<file path="config.mk">
export PLATFORM = sky130hd
export DESIGN_NAME = mult_accum_sequencer
export DESIGN_NICKNAME = d
export VERILOG_FILES = /design/src/rtl/mult_accum_sequencer.sv
export SDC_FILE = /design/constraint.sdc
export NUM_CORES = 1
export LEC_CHECK = 0
export CAP_MARGIN = 20
export CORE_MARGIN = 2
export CORE_UTILIZATION = 43
export CTS_CLUSTER_SIZE = 30
export DETAILED_ROUTE_END_ITERATION = 10
export GPL_TIMING_DRIVEN = 0
export PLACE_DENSITY = 0.79
export SYNTH_ARGS = -nofsm -noshare
export SYNTH_HDL_FRONTEND = slang
export SYNTH_SLANG_ARGS = --single-unit
</file>
<file path="constraint.sdc">
create_clock -name Clock -period 3.4 [get_ports Clock]
set_clock_uncertainty 0.05 [all_clocks]
set_input_delay 0.68 -clock Clock [delete_from_list [all_inputs] [get_ports Clock]]
set_output_delay 0.68 -clock Clock [all_outputs]
set_load 0.05 [all_outputs]
</file>
<file path="src/rtl/mult_accum_sequencer.sv">
// Dot-product sequencer: streams N operand reads into a registered multiplier and accumulates products.
// Latency: start accepted end of cycle 0 -> reads cycles 1..N -> out_valid cycle N+3 (N=0: cycle 1).
// Backpressure: result held in DONE until out_ready; optional issue throttle via MULT_SEQ_STALL_EN.
module mult_accum_sequencer #(
    parameter int W_a   = 32,
    parameter int W_b   = 32,
    parameter int LEN_W = 8
) (
    input  logic                         Clock,
    input  logic                         Reset,
    input  logic                         start,
    input  logic [LEN_W-1:0]             len,
`ifdef MULT_SEQ_STALL_EN
    input  logic                         stall,
`endif
    output logic                         busy,
    output logic                         rd_en,
    output logic [LEN_W-1:0]             rd_addr,
    input  logic [W_a-1:0]               rd_data_a,
    input  logic [W_b-1:0]               rd_data_b,
    output logic [W_a-1:0]               mult_a,
    output logic [W_b-1:0]               mult_b,
    input  logic [W_a+W_b-1:0]           mult_p,
    output logic                         out_valid,
    input  logic                         out_ready,
    output logic [W_a+W_b+LEN_W-1:0]     out_data
);
    localparam int ACC_W = W_a + W_b + LEN_W;

    typedef enum logic [1:0] {IDLE, RUN, DRAIN, DONE} state_t;

    state_t            state, state_nxt;
    logic [LEN_W-1:0]  len_q;
    logic [LEN_W-1:0]  addr_q;
    logic [ACC_W-1:0]  acc;
    logic              v1, v2;
    logic              issue;
    logic              last_issue;
    logic              accept;
    logic              hold;

`ifdef MULT_SEQ_STALL_EN
    assign hold = stall;
`else
    assign hold = 1'b0;
`endif

    assign accept     = (state == IDLE) && start;
    assign last_issue = issue && (addr_q == len_q - LEN_W'(1));

    always_comb begin
        state_nxt = state;
        issue     = 1'b0;
        out_valid = 1'b0;
        case (state)
            IDLE: begin
                if (start) begin
                    state_nxt = (len == '0) ? DONE : RUN;
                end
            end
            RUN: begin
                issue = !hold;
                if (issue && (addr_q == len_q - LEN_W'(1))) begin
                    state_nxt = DRAIN;
                end
            end
            DRAIN: begin
                // v1 empty means the product now in v2 is the last one and lands this edge
                if (!v1) begin
                    state_nxt = DONE;
                end
            end
            DONE: begin
                out_valid = 1'b1;
                if (out_ready) begin
                    state_nxt = IDLE;
                end
            end
            default: state_nxt = IDLE;
        endcase
    end

    always_ff @(posedge Clock) begin
        if (Reset) begin
            state  <= IDLE;
            len_q  <= '0;
            addr_q <= '0;
            acc    <= '0;
            v1     <= 1'b0;
            v2     <= 1'b0;
        end else begin
            state <= state_nxt;
            v1    <= issue;
            v2    <= v1;
            if (accept) begin
                len_q  <= len;
                addr_q <= '0;
                acc    <= '0;
            end else begin
                if (last_issue) begin
                    addr_q <= '0;
                end else if (issue) begin
                    addr_q <= addr_q + LEN_W'(1);
                end
                if (v2) begin
                    acc <= acc + ACC_W'(mult_p);
                end
            end
        end
    end

    assign busy     = (state != IDLE);
    assign rd_en    = issue;
    assign rd_addr  = addr_q;
    assign mult_a   = rd_data_a;
    assign mult_b   = rd_data_b;
    assign out_data = (state == DONE) ? acc : '0;

endmodule

</file>
==> impl_metrics.env <==
export IMPL_syn_to_final_growth_pct=40.7
export IMPL_cp_cell_sequence="clkdlybuf4s50_1 > ha_1 > and2_2 > nand4_1 > o21ai_2 > a21oi_4 > o31ai_4 > a21oi_4 > o31a_1 > or4_1 > nand3_1"
export IMPL_crit_fanout=4
export IMPL_required_ns=3.66
export IMPL_worstHoldStart="len_q[7]$_SDFFE_PP0P_"
export IMPL_netlist_instances=1130
export IMPL_final_antenna_net_count=0
export IMPL_synth_distinct_cells=80
export IMPL_die_height_um=147
export IMPL_crit_slowest_cell="or4_1"
export IMPL_root_buffer="clkbuf_16"
export IMPL_r2r_end="acc[56]$_SDFFE_PP0P_"
export IMPL_synthArstFlopShare_pct=0
export IMPL_synthFlopType="dfxtp_1"
export IMPL_rr_startpoint="acc[0]$_SDFFE_PP0P_"
export IMPL_grt_pass1_vias=8472
export IMPL_final_util_pct=61.3
export IMPL_crit_path_frequent_cell="a21oi_4"
export IMPL_initial_utilization_pct=43.6
export IMPL_holdPathStages=2
export IMPL_ir_worst_vdd_v=0.000259
export IMPL_setup_viol=1
export IMPL_overflow=0
export IMPL_dp_slack_ns=-0.964
export IMPL_io_buffers=222
export IMPL_violations="setup timing"
export IMPL_drv_cap=0
export IMPL_coreArea_um2=20100
export IMPL_nNetsFinal=1590
export IMPL_cts_tree="done"
export IMPL_dp_hpwl_um=20000
export IMPL_maxSlewViolCount=0
export IMPL_grt_max_degree=18
export IMPL_fin_tns_setup_ns=-0.0159
export IMPL_num_vias=9090
export IMPL_synth_warnings=0
export IMPL_r2r_slack_ns=0.15
export IMPL_max_freq_mhz=293
export IMPL_holdPathEnd="len_q[7]$_SDFFE_PP0P_"
export IMPL_clock_path_buffers=2
export IMPL_design_portCount=287
export IMPL_startpoint_type="primary input"
export IMPL_drc_errors=0
export IMPL_finalCriticalPeriod_ns=3.42
export IMPL_synth_cell_area_um2=8760
export IMPL_clk_pin_slew_worst_paths_ns=0.08
export IMPL_rows=52
export IMPL_synth_enable_flop_cells=0
export IMPL_dp_cells=1622
export IMPL_design_die_area_um2=21500
export IMPL_synth_top_area_share_pct=21.0
export IMPL_hold_slack_ns=0.417
export IMPL_ys_ff_latch=92
export IMPL_fillCellCount=1803
export IMPL_outcome="finished with violations"
export IMPL_gp_congestion=0.933
export IMPL_viasPerCell=5.50
export IMPL_yosysSeqAreaShare_pct=21.0
export IMPL_stdcell_count=1654
export IMPL_max_slew_margin_pct=47.8
export IMPL_slowest_delay_ns=0.48
export IMPL_dr_pass1_iters=5
export IMPL_holdBufCountCts=0
export IMPL_clock_latency_ns=0.36
export IMPL_worstSetupEndpointType="flop"
export IMPL_hold_class="flop to flop"
export IMPL_power_density_nw_per_um2=336
export IMPL_p_leak_nw=5.08
export IMPL_syn_area_per_cell_um2=7.75
export IMPL_hold_violations=0
export IMPL_layout_common_cells="clkdlybuf4s50_1 (201), nor2_1 (97), buf_4 (93), dfxtp_1 (92), a21oi_1 (80)"
export IMPL_antenna_found_initial=1
export IMPL_synth_nets=1342
export IMPL_critPathArrivalTime_ns=3.68
export IMPL_grt_first_pass_wirelength_um=41400
export IMPL_criticalPathCategory="primary input to flop"
export IMPL_drt_iter0_drc=553
export IMPL_routed_wl_um=26600
export IMPL_tightest_slew_ns=0.782
export IMPL_layout_commonest_cell="clkdlybuf4s50_1"
export IMPL_cts_sinks=92
export IMPL_die_x_um=147
export IMPL_numCtsBuffers=9
export IMPL_finalWorstSetupSlack_ns=-0.0159
export IMPL_reg2regPathDepth=12
export IMPL_yosys_area_top_type="dfxtp_1"
export IMPL_period_share_pct=100
export IMPL_cts_max_level=3
export IMPL_routedWlPerCell_um=16.1
export IMPL_grt_total_usage_pct=23.2
export IMPL_synth_area_top_cells="dfxtp_1 (21%), ha_1 (10%), mux2i_1 (6.2%), buf_4 (5.7%), a21oi_1 (5.6%)"
export IMPL_drive_above_1_share_pct=15.5
worst max-delay path by stage:
stage          startpoint                   end  slack, ns  cells after the start
2_1_floorplan   mult_p[0]  acc[64]$_SDFFE_PP0P_       0.12                     12
3_3_place_gp    mult_p[1]  acc[63]$_SDFFE_PP0P_      -0.96                     12
3_5_place_dp    mult_p[1]  acc[63]$_SDFFE_PP0P_      -0.96                     12
4_1_cts        mult_p[10]  acc[56]$_SDFFE_PP0P_     0.0008                     11
5_1_grt        mult_p[31]  acc[64]$_SDFFE_PP0P_      -0.09                     13
6_report       mult_p[15]  acc[66]$_SDFFE_PP0P_      -0.02                     11
per-stage QoR:
step | cell area [um^2] | total power, mW
floorplan | 8760 | 2.50
global placement | 11300 | 2.97
detailed placement | 11300 | 3.00
CTS | 12000 | 4.09
global route | 12300 | 4.37
finish | 12300 | 4.15
synthesized netlist by cell type (all sizes together), types with 25 or more instances:
cell type and count:
a21o 40, buf 79, a21oi 101, ha 71, xor2 29, nor2 99
inv 25, dfxtp 92, xnor2 42, nand4 29, mux2i 54, nand2 79
and2 75, clkbuf 49, nand3 33, o21ai 46
flip-flops by register name, summed over array words and instances (netlist names):
| signal | count |
|---|---|
| acc | 72 |
| len_q | 8 |
| rd_addr | 8 |
| state | 2 |
| v1 | 1 |
| v2 | 1 |
layout make-up:
cell class | instances | area, um^2 | share of cell area, %
multi-input cells | 882 | 6540 | 53.1
repair buffers | 248 | 2430 | 19.7
flip-flops and latches | 92 | 1840 | 14.9
plain buffers | 119 | 785 | 6.36
well taps | 270 | 338 | 2.74
clock buffers | 10 | 239 | 1.94
inverters | 26 | 97.6 | 0.792
clock inverters | 6 | 55.1 | 0.447
diodes | 1 | 2.50 | 0.0203
cells by family (layout without fill, tap and decap cells):
| family | count (synthesis) | in the layout | synth area share (%) |
|---|---|---|---|
| and+or+nand+nor | 405 | 405 | 23.7 |
| adders and majority gates | 72 | 72 | 10.4 |
| DFF | 92 | 92 | 21.0 |
| xor gates and xnor gates | 71 | 71 | 7.10 |
| AOI/OAI and AO/OA | 278 | 278 | 21.2 |
| other | 0 | 1 | 0 |
| muxes | 56 | 56 | 6.43 |
| buffers and inverters | 156 | 409 | 10.1 |
power by group:
part | internal, mW | leakage (nW) | switching, mW
combinational | 0.748 | 4.19 | 1.13
clock | 0.533 | 0.146 | 0.503
sequential | 1.16 | 0.744 | 0.0799
repair_timing:
action / in CTS / in global routing
gates resized for setup: 71 / 68
hold endpoints to repair: 0 / 0
buffers inserted: 11 / 15
gates cloned: 0 / 0
endpoints found under the setup margin: 54 / 30
pin swaps: 23 / 50
per-layer routing:
metal,vias up,routed length [um],GRT usage (%)
met5,-,0,0
met1,4209,11500,29.6
li1,4464,-,-
met4,0,707,9.13
met3,43,1650,3.20
met2,374,12700,39.6
worst max-delay path: cells and delay by family:
kind	cells	cell delay, ns
AO/OA/AOI/OAI	5	1.23
buffers and inverters	1	0.45
adder cells (fa/ha/maj)	1	0.40
AND/OR/NAND/NOR	4	0.91
Power figures use the tool's default switching activity.
